--- src/rtl/fnd_pkg.sv ---
// Shared FND segment definitions used by the segment encoder and by fnd_reader.
// Patterns are in g..a bit order (bit 6 = g, bit 0 = a) and active-low (0 = lit).
package fnd_pkg;

  localparam int FND_W  = 7;
  localparam int CODE_W = 4;

  localparam logic [FND_W-1:0] SEG_0     = 7'b1000000;
  localparam logic [FND_W-1:0] SEG_1     = 7'b1111001;
  localparam logic [FND_W-1:0] SEG_2     = 7'b0100100;
  localparam logic [FND_W-1:0] SEG_3     = 7'b0110000;
  localparam logic [FND_W-1:0] SEG_4     = 7'b0011001;
  localparam logic [FND_W-1:0] SEG_5     = 7'b0010010;
  localparam logic [FND_W-1:0] SEG_6     = 7'b0000010;
  localparam logic [FND_W-1:0] SEG_7     = 7'b1011000;
  localparam logic [FND_W-1:0] SEG_8     = 7'b0000000;
  localparam logic [FND_W-1:0] SEG_9     = 7'b0011000;
  localparam logic [FND_W-1:0] SEG_F     = 7'b0001110;
  localparam logic [FND_W-1:0] SEG_BLANK = 7'b1111111;

  // Result of decoding one segment pattern.
  typedef struct packed {
    logic              err;
    logic [CODE_W-1:0] code;
  } seg_decode_t;

endpackage

--- src/rtl/fnd_reader_if.sv ---
// Bus between a multiplexed FND display source and fnd_reader.
// Optional feature macro: FND_READER_ERRCNT_EN adds the o_ErrCnt signal.
//
// Handshake: there is no back-pressure. o_Valid is a one-cycle strobe, high on
// the cycle after the edge that commits the last not-yet-seen digit of a frame;
// o_Data/o_Err are valid and already hold that frame on the same cycle, and a
// consumer must sample them while o_Valid is high.
interface fnd_reader_if #(
  parameter int DIGITS = 4
);

  logic [fnd_pkg::FND_W-1:0]  i_FND;
  logic [DIGITS-1:0]          i_Com;
  logic [4*DIGITS-1:0]        o_Data;
  logic [DIGITS-1:0]          o_Err;
  logic                       o_Valid;
`ifdef FND_READER_ERRCNT_EN
  logic [7:0]                 o_ErrCnt;
`endif

`ifdef FND_READER_ERRCNT_EN
  modport master (output i_FND, i_Com, input o_Data, o_Err, o_Valid, o_ErrCnt);
  modport slave  (input i_FND, i_Com, output o_Data, o_Err, o_Valid, o_ErrCnt);
`else
  modport master (output i_FND, i_Com, input o_Data, o_Err, o_Valid);
  modport slave  (input i_FND, i_Com, output o_Data, o_Err, o_Valid);
`endif

endinterface

--- src/rtl/fnd_seg_decode.sv ---
// Combinational segment-pattern to hex-code decoder; inverse of the FND encoder.
// Unknown patterns (including blank) decode to F with err set.
module fnd_seg_decode
  import fnd_pkg::*;
(
  input  logic [FND_W-1:0] i_seg,
  output seg_decode_t      o_dec
);

  // Table lookup; the fallback glyph F is legal, everything unlisted is an error.
  always_comb begin
    o_dec.err  = 1'b0;
    o_dec.code = 4'hF;
    case (i_seg)
      SEG_0:   o_dec.code = 4'h0;
      SEG_1:   o_dec.code = 4'h1;
      SEG_2:   o_dec.code = 4'h2;
      SEG_3:   o_dec.code = 4'h3;
      SEG_4:   o_dec.code = 4'h4;
      SEG_5:   o_dec.code = 4'h5;
      SEG_6:   o_dec.code = 4'h6;
      SEG_7:   o_dec.code = 4'h7;
      SEG_8:   o_dec.code = 4'h8;
      SEG_9:   o_dec.code = 4'h9;
      SEG_F:   o_dec.code = 4'hF;
      default: begin
        o_dec.code = 4'hF;
        o_dec.err  = 1'b1;
      end
    endcase
  end

endmodule

--- src/rtl/fnd_reader.sv ---
// fnd_reader: recovers the hex digits shown on a multiplexed active-low
// 7-segment bus. A sample must repeat STABLE_CNT times in a row before it is
// committed, so scan-transition glitches never reach o_Data.
// Optional feature macro: FND_READER_ERRCNT_EN (saturating invalid-commit counter).
module fnd_reader
  import fnd_pkg::*;
#(
  parameter int DIGITS     = 4,
  parameter int STABLE_CNT = 4   // legal range 1..15
)(
  input  logic          i_Clk,
  input  logic          i_Rst,
  fnd_reader_if.slave   bus
);

  localparam logic [3:0] STABLE = 4'(STABLE_CNT);

  // Input stage and one-sample history.
  logic [FND_W-1:0]    r_fnd_q, r_fnd_d;
  logic [DIGITS-1:0]   r_com_q, r_com_d;
  logic [FND_W-1:0]    prev_fnd_q, prev_fnd_d;
  logic [DIGITS-1:0]   prev_com_q, prev_com_d;

  // Stability counter, committed digits and frame tracking.
  logic [3:0]          cnt_q, cnt_d;
  logic [4*DIGITS-1:0] data_q, data_d;
  logic [DIGITS-1:0]   err_q, err_d;
  logic [DIGITS-1:0]   mask_q, mask_d;
  logic                valid_q, valid_d;

  logic                com_onehot;
  logic                same_sample;
  logic                commit;
  logic [DIGITS-1:0]   mask_all;
  seg_decode_t         dec;

  fnd_seg_decode u_dec (
    .i_seg (r_fnd_q),
    .o_dec (dec)
  );

  // Classify the registered sample: exactly one common lit, and same as last cycle.
  always_comb begin
    com_onehot  = (r_com_q != '0) && ((r_com_q & (r_com_q - DIGITS'(1))) == '0);
    same_sample = (r_com_q == prev_com_q) && (r_fnd_q == prev_fnd_q);
  end

  // Input pipeline: register the bus and keep the previous registered sample.
  always_comb begin
    r_fnd_d    = bus.i_FND;
    r_com_d    = bus.i_Com;
    prev_fnd_d = r_fnd_q;
    prev_com_d = r_com_q;
  end

  // Stability counter; saturates at STABLE so a held sample commits only once.
  always_comb begin
    cnt_d = cnt_q;
    if (!com_onehot) begin
      cnt_d = 4'd0;
    end else if (same_sample && (cnt_q != 4'd0)) begin
      cnt_d = (cnt_q >= STABLE) ? STABLE : (cnt_q + 4'd1);
    end else begin
      cnt_d = 4'd1;
    end
  end

  // Commit when the count reaches STABLE, except while it is merely held there.
  // With STABLE=1 a restart lands directly on STABLE, so every change commits.
  always_comb begin
    commit = com_onehot && (cnt_d == STABLE) && !(same_sample && (cnt_q == STABLE));
  end

  // Write the selected digit slot and update the frame mask / valid strobe.
  always_comb begin
    data_d   = data_q;
    err_d    = err_q;
    mask_d   = mask_q;
    valid_d  = 1'b0;
    mask_all = mask_q | r_com_q;
    if (commit) begin
      for (int k = 0; k < DIGITS; k++) begin
        if (r_com_q[k]) begin
          data_d[4*k +: 4] = dec.code;
          err_d[k]         = dec.err;
        end
      end
      if (&mask_all) begin
        valid_d = 1'b1;
        mask_d  = '0;
      end else begin
        mask_d  = mask_all;
      end
    end
  end

  // State registers; reset takes priority over a commit on the same edge.
  always_ff @(posedge i_Clk) begin
    if (i_Rst) begin
      r_fnd_q    <= '0;
      r_com_q    <= '0;
      prev_fnd_q <= '0;
      prev_com_q <= '0;
      cnt_q      <= 4'd0;
      data_q     <= '1;
      err_q      <= '0;
      mask_q     <= '0;
      valid_q    <= 1'b0;
    end else begin
      r_fnd_q    <= r_fnd_d;
      r_com_q    <= r_com_d;
      prev_fnd_q <= prev_fnd_d;
      prev_com_q <= prev_com_d;
      cnt_q      <= cnt_d;
      data_q     <= data_d;
      err_q      <= err_d;
      mask_q     <= mask_d;
      valid_q    <= valid_d;
    end
  end

  assign bus.o_Data  = data_q;
  assign bus.o_Err   = err_q;
  assign bus.o_Valid = valid_q;

`ifdef FND_READER_ERRCNT_EN
  logic [7:0] errcnt_q, errcnt_d;

  // Count commits of illegal patterns, holding at 255.
  always_comb begin
    errcnt_d = errcnt_q;
    if (commit && dec.err && (errcnt_q != 8'hFF)) begin
      errcnt_d = errcnt_q + 8'd1;
    end
  end

  // Error counter register.
  always_ff @(posedge i_Clk) begin
    if (i_Rst) begin
      errcnt_q <= 8'd0;
    end else begin
      errcnt_q <= errcnt_d;
    end
  end

  assign bus.o_ErrCnt = errcnt_q;
`endif

endmodule

--- src/flat_wrapper.sv ---
// flat-port wrapper written by rule: the top's interface ports become plain ports
module fnd_reader_flat import fnd_pkg::*;
#(
  parameter int DIGITS     = 4,
  parameter int STABLE_CNT = 4                       
)
  (i_Clk, i_Rst, bus_i_FND, bus_i_Com, bus_o_Data, bus_o_Err, bus_o_Valid);
  fnd_reader_if #(.DIGITS(DIGITS)) bus_i ();
  input  logic i_Clk;
  input  logic i_Rst;
  input wire logic [$bits(bus_i.i_FND)-1:0] bus_i_FND;
  input wire logic [$bits(bus_i.i_Com)-1:0] bus_i_Com;
  output wire logic [$bits(bus_i.o_Data)-1:0] bus_o_Data;
  output wire logic [$bits(bus_i.o_Err)-1:0] bus_o_Err;
  output wire logic [$bits(bus_i.o_Valid)-1:0] bus_o_Valid;
  assign bus_i.i_FND = bus_i_FND;
  assign bus_i.i_Com = bus_i_Com;
  assign bus_o_Data = bus_i.o_Data;
  assign bus_o_Err = bus_i.o_Err;
  assign bus_o_Valid = bus_i.o_Valid;
  fnd_reader #(.DIGITS(DIGITS), .STABLE_CNT(STABLE_CNT)) u_core (.i_Clk(i_Clk), .i_Rst(i_Rst), .bus(bus_i));
endmodule
--- config.mk ---
export PLATFORM = sky130hd
export DESIGN_NAME = fnd_reader_flat
export DESIGN_NICKNAME = d
export VERILOG_FILES = /design/src/rtl/fnd_pkg.sv /design/src/rtl/fnd_reader_if.sv /design/src/rtl/fnd_seg_decode.sv /design/src/rtl/fnd_reader.sv /design/src/flat_wrapper.sv
export SDC_FILE = /design/constraint.sdc
export NUM_CORES = 1
export LEC_CHECK = 0
export ABC_AREA = 0
export BUFFER_PORTS_ARGS = -buffer_cell sky130_fd_sc_hd__buf_2
export CAP_MARGIN = 20
export CELL_PAD_IN_SITES_DETAIL_PLACEMENT = 2
export CELL_PAD_IN_SITES_GLOBAL_PLACEMENT = 2
export CORE_ASPECT_RATIO = 0.7
export CORE_MARGIN = 8
export CORE_UTILIZATION = 37
export CTS_CLUSTER_DIAMETER = 50
export CTS_CLUSTER_SIZE = 14
export DETAILED_ROUTE_END_ITERATION = 7
export PLACE_DENSITY = 0.9
export SLEW_MARGIN = 0
export SYNTH_ARGS = -nofsm -noshare
export SYNTH_HDL_FRONTEND = slang
export SYNTH_SLANG_ARGS = --single-unit
--- constraint.sdc ---
create_clock -name i_Clk -period 3.35 [get_ports i_Clk]
set_input_delay 0.335 -clock i_Clk [delete_from_list [all_inputs] [get_ports i_Clk]]
set_output_delay 0.335 -clock i_Clk [all_outputs]
set_load 0.01 [all_outputs]
* Yosys cells after proc, flatten, opt, wreduce, memory -nomap -nowiden
Index checks and enable logic that the tools add are counted.
Cells by class: add/subtract/negate cells 2, multiply operators 0, divide/modulo/power cells 0, $lt $le $gt $ge 1, equal/unequal tests 14, shift operators 0, muxes and demuxes 7, bitwise gates (word level) 3, reductions and logical operators 18
Operators by type and width (count):
- 4-bit one-hot mux with 10 select lines | 1
- 7-bit by 5-bit equality test with 1-bit output, second input constant | 3
- 7-bit equality test, second input constant | 3
- 4-bit 2-to-1 mux | 4
- 7-bit by 6-bit equality test with 1-bit output, second input constant | 2
- 11-bit OR reduction | 1
- 4-bit by 3-bit equality test with 1-bit output, second input constant | 2
- 2-bit AND reduction | 4
- 4-bit nonzero test | 2
- 7-bit by 2-bit equality test with 1-bit output, second input constant | 1
- 7-bit by 4-bit equality test with 1-bit output, second input constant | 1
- 7-bit equality test | 1
- 7-bit logical NOT | 1
- 1-bit logical AND | 6
- 4-bit by 1-bit adder with 4-bit output, second input constant | 1
- 4-bit AND | 1
- 4-bit equality test | 1
- 4-bit by 3-bit >= comparator with 1-bit output, second input constant | 1
- 4-bit logical NOT | 1
- 4-bit bitwise OR | 1
- 4-bit AND reduction | 1
- 4-bit by 1-bit subtractor with 4-bit output, second input constant | 1
- 1-bit 2-to-1 mux | 2
- 2-bit OR reduction | 1
- 2 further kinds | 2
Word-level totals: register bits 51, latch bits 0, RAM bits 0, ROM bits 0, input port bits 13, output and inout bits 21, logic and storage cells 60, memories kept 0

* Logic depth before layout (Yosys ltp)
depth after elaboration 10, gate-level depth with buffers 7, depth with buffers taken out 7

* By module
A second synthesis with hierarchy kept.
Unflattened totals: cells, all modules 233, area total of the unflattened synthesis 2287.2 um2
By module, submodules not included:
- fnd_reader | times used 1, cells each 177, area each 1916.8 um2, seq. area each 1021.0 um2
- fnd_seg_decode | times used 1, cells each 56, area each 370.4 um2, seq. area each 0.0 um2

* Worst setup path after synthesis
OpenSTA, ideal clock, no wires.
path kind register to register, start point register u_core.cnt_q[0], end point register u_core.data_q[11] (netlist: u_core.bus.o_Data[11]), setup time 140 ps, arrival time 1836 ps, data required time 3210 ps, setup slack 1374 ps, stages on the path, launching flop included 7, buffers on the path 0, clock period less this slack 1976 ps, cell sequence dfxtp_1 -> inv_1 -> ha_1 -> a2111o_1 -> nor4_4 -> and4b_1 -> a22oi_1
On the way: word-level cells in the longest chain between the ends 8, elaborated cells between the ends (all ways) 14, classes of those cells add/sub (1); order compare (1); eq/ne (2); mux (3); reduce/logical (7)
RTL lines:
- from (decl) | RTL line fnd_reader.sv:25 | logic [3:0] cnt_q, cnt_d;
- from (signal assigned) | RTL line fnd_reader.sv:114 | cnt_q <= cnt_d;
- 4-bit by 1-bit adder with 4-bit output, or another cell as far along | RTL line fnd_reader.sv:62 | cnt_d = (cnt_q >= STABLE) ? STABLE : (cnt_q + 4'd1);
- 4-bit 2-to-1 mux / 1-bit logical AND (equally long branches) | RTL line fnd_reader.sv:62, fnd_reader.sv:61
- 4-bit 2-to-1 mux | RTL line fnd_reader.sv:61 | end else if (same_sample && (cnt_q != 4'd0)) begin
- 4-bit 2-to-1 mux | RTL line fnd_reader.sv:59 | if (!com_onehot) begin
- 4-bit by 3-bit equality test with 1-bit output | RTL line fnd_reader.sv:71 | commit = com_onehot && (cnt_d == STABLE) && !(same_sample && (cnt_q == STABLE));
- 1-bit logical AND | RTL line fnd_reader.sv:71
- 1-bit logical AND * | RTL line fnd_reader.sv:71
- 2-bit AND reduction (no source line) *
- to (signal assigned) | RTL line fnd_reader.sv:115 | data_q <= data_d;
- to (decl) | RTL line fnd_reader.sv:26 | logic [4*DIGITS-1:0] data_q, data_d;
Mark *: on every way between the ends. The rest lies on a longest branch, timed or not. A chain may end at the register's enable or synchronous reset.

* Final worst setup path
start point register u_core.r_fnd_q[1] (netlist: u_core.prev_fnd_d[1]), end point register u_core.data_q[13] (netlist: u_core.bus.o_Data[13])
On the way: word-level cells in the longest chain between the ends 9, elaborated cells between the ends (all ways) 22, classes of those cells eq/ne (11); mux (3); reduce/logical (8)
RTL lines:
- from (decl) | RTL line fnd_reader.sv:19 | logic [FND_W-1:0] r_fnd_q, r_fnd_d;
- from (signal assigned) | RTL line fnd_reader.sv:110 | r_fnd_q <= r_fnd_d;
- 7-bit equality test | RTL line fnd_reader.sv:45 | same_sample = (r_com_q == prev_com_q) && (r_fnd_q == prev_fnd_q);
- 1-bit logical AND | RTL line fnd_reader.sv:45
- 1-bit logical AND | RTL line fnd_reader.sv:61
- 4-bit 2-to-1 mux | RTL line fnd_reader.sv:61
- 4-bit 2-to-1 mux | RTL line fnd_reader.sv:59
- 4-bit by 3-bit equality test with 1-bit output | RTL line fnd_reader.sv:71
- 1-bit logical AND (2 in a row) | RTL line fnd_reader.sv:71
- 2-bit AND reduction (no source line)
Parallel ways exist; a longest one is shown, timed or not.

==> impl_metrics.json <==
{
  "outcome": "finished, final reports clean",
  "htree_num_levels": 2,
  "path_clk_slew_ns": 0.09,
  "worst_slack_ns": 0.573,
  "dp_hpwl_um": 4360,
  "pre_cts_ws_ns": 0.654,
  "crit_fanout": 14,
  "synth_commonest_cells": "dfxtp_1 (51), nor2_1 (23), nor2b_1 (22)",
  "hold_path_class": "input pin to flop",
  "yosys-top-cells-area": "dfxtp_1 (46%), mux2i_1 (7.7%), nor2b_1 (6.2%)",
  "numPortBuffers": 33,
  "drt_iter0_drc": 88,
  "cts_resized": 0,
  "regArea_um2": 1020,
  "slew_headroom": 0.422,
  "yosysTopAreaCellShare": 0.459,
  "synth_area_um2": 2220,
  "async_reset_ff_frac": 0,
  "grt_pass1_wl_um": 10100,
  "place_congestion": 0.784,
  "drc": 0,
  "grt-ovfl-total": 0,
  "max_stage_delay_ns": 0.64,
  "path_class": "flop to flop",
  "power.density_nw_per_um2": 490,
  "cts_tree": "yes",
  "antenna_cells": 0,
  "track_usage": 0.146,
  "synth_area_per_cell_um2": 9.75,
  "slowest_stage": "dfxtp_1",
  "root_buffer": "clkbuf_8",
  "rows": 23,
  "cts_setup_buffers": 0,
  "antenna_found_initial": 0,
  "required_ns": 3.48,
  "r2r_cells": 5,
  "dr.pass1.iters": 4,
  "ant_nets": 0,
  "final.fill_count": 632,
  "fin_worst_skew_ns": 0.00942,
  "synthDistinctLibCells": 45,
  "hold_viol": 0,
  "cp-end-kind": "flop",
  "finalSetupTns_ns": 0,
  "leakage_nw": 1.04,
  "io_pins": 34,
  "cp.arrival_ns": 2.90,
  "die_x_um": 109,
  "final_max_slew_viol_count": 0,
  "path_cells": "or3b_2 -> a2111oi_2 -> a211oi_1 -> nor4_1 -> mux2i_1",
  "worst_setup_path_start_kind": "flop",
  "max-cap-violations": 0,
  "die_area_um2": 8780,
  "synth_most_common_cell": "dfxtp_1",
  "avgViaCountPerCell": 5.37,
  "fin_nets": 268,
  "clock_latency_ns": 0.31,
  "yosys.area.top_type": "dfxtp_1",
  "yosysSeqAreaShare": 0.459,
  "synth_flop_cell": "dfxtp_1",
  "fmax_ghz": 0.360,
  "wire_per_inst_um": 18.6,
  "clock-sinks": 51,
  "clock_path_buffers": 2,
  "min_path_cells": 2,
  "drive_gt1_frac": 0.205,
  "syn_inst": 228,
  "fin_cells": 329,
  "routed_wirelength_um": 6120,
  "grt_pass1_vias": 1941,
  "cts_hold_buf": 0,
  "ys_ff_latch": 51,
  "tightest_slew_ns": 0.867,
  "cts-buffers-inserted": 5,
  "fin_crit_sh": 0.829,
  "areaGrowthSynthToFinish_pct": 14.9,
  "core-area_um2": 5760,
  "synth_nets": 243,
  "synth_edf_count": 0,
  "finalSetupViolCount": 0,
  "rsz0062_at_grt": "no",
  "synth-warning-count": 0,
  "ir_drop_mv": 0.154,
  "via_count": 1768,
  "finalWorstPathRequiredPeriod_ns": 2.78,
  "multi_input_area_um2": 1100,
  "start_util": 0.386,
  "chipHeight_um": 80.9,
  "grt_max_degree": 50,
  "placedCellCount": 321
}
-- layer usage --
layer,global-route usage,vias to the layer above,part of all wire
met2,0.230,31,0.45
li1,-,844,-
met5,0,-,0
met4,0.0599,0,0.026
met1,0.188,881,0.49
met3,0.0372,12,0.034
-- cell families (layout without fill, tap and decap cells) --
kind of cell | count (synthesis) | in the layout | synth area share
AOI/OAI and AO/OA | 29 | 29 | 0.0990
buffers and inverters | 24 | 50 | 0.0456
xor gates and xnor gates | 15 | 15 | 0.0591
DFF | 51 | 51 | 0.459
other | 1 | 1 | 0.00169
adders and majority gates | 2 | 2 | 0.0113
muxes | 17 | 17 | 0.0765
and+or+nand+nor | 89 | 89 | 0.248
-- cell type report --
class	count	area share
inverter	8	0.0118
sequential	51	0.400
clock inverter	3	0.0264
timing repair buffer	34	0.0676
multi-input combinational	153	0.431
tap	75	0.0367
clock buffer	5	0.0269
-- state kept, by name, summed over array words and instances (netlist names) --
signal,count
u_core.prev_com_d,4
u_core.bus.o_Data,16
u_core.cnt_q,4
u_core.mask_q,4
u_core.prev_com_q,4
u_core.bus.o_Valid,1
u_core.prev_fnd_q,7
u_core.bus.o_Err,4
u_core.prev_fnd_d,7
-- report_power, final --
group / switching, mW / internal [mW] / leakage, nW / total [mW]
sequential: 0.0282 / 0.620 / 0.417 / 0.648
clock: 0.211 / 0.298 / 0.0644 / 0.509
combinational: 0.0510 / 0.0438 / 0.564 / 0.0948
-- stage by stage --
step	util	hold WS, ns	total power [mW]	instance area [um2]
global route	0.444	0.223	1.31	2550
CTS	0.444	0.229	1.27	2550
detailed placement	0.420	0.463	0.755	2420
floorplan	-	0.435	0.727	2220
finish	0.444	0.234	1.25	2550
global placement	0.420	0.444	0.751	2420
-- worst max-delay path, delay by kind of cell (launching register included) --
kind / cells / cell delay [ns]
AO/OA/AOI/OAI: 2 / 0.63
multiplexers: 1 / 0.26
flip-flops: 1 / 0.64
AND/OR/NAND/NOR: 2 / 1.07
-- final timing paths --
path / start / to / slack, ns
setup reg to reg: u_core.prev_fnd_d[1] / u_core.bus.o_Data[13] / 0.57
setup / recovery: u_core.prev_fnd_d[1] / u_core.bus.o_Data[13] / 0.57
hold / removal: bus_i_FND[4] / u_core.prev_fnd_d[4] / 0.23
hold reg to reg: u_core.mask_q[0] / u_core.mask_q[0] / 0.47
-- layout by cell type, fill, tap and decap left out, types with 4 or more instances in the layout --
cell      count
a211oi_1      4
a21boi_0      4
a22oi_1       4
buf_2        33
clkbuf_8      5
dfxtp_1      51
inv_1         8
mux2i_1      17
nand2b_1      7
nand3_2       4
nor2_1       23
nor2b_1      22
nor4_1        7
xnor2_1      10
xor2_1        5
Note: power is estimated with default switching activity, not from simulation.
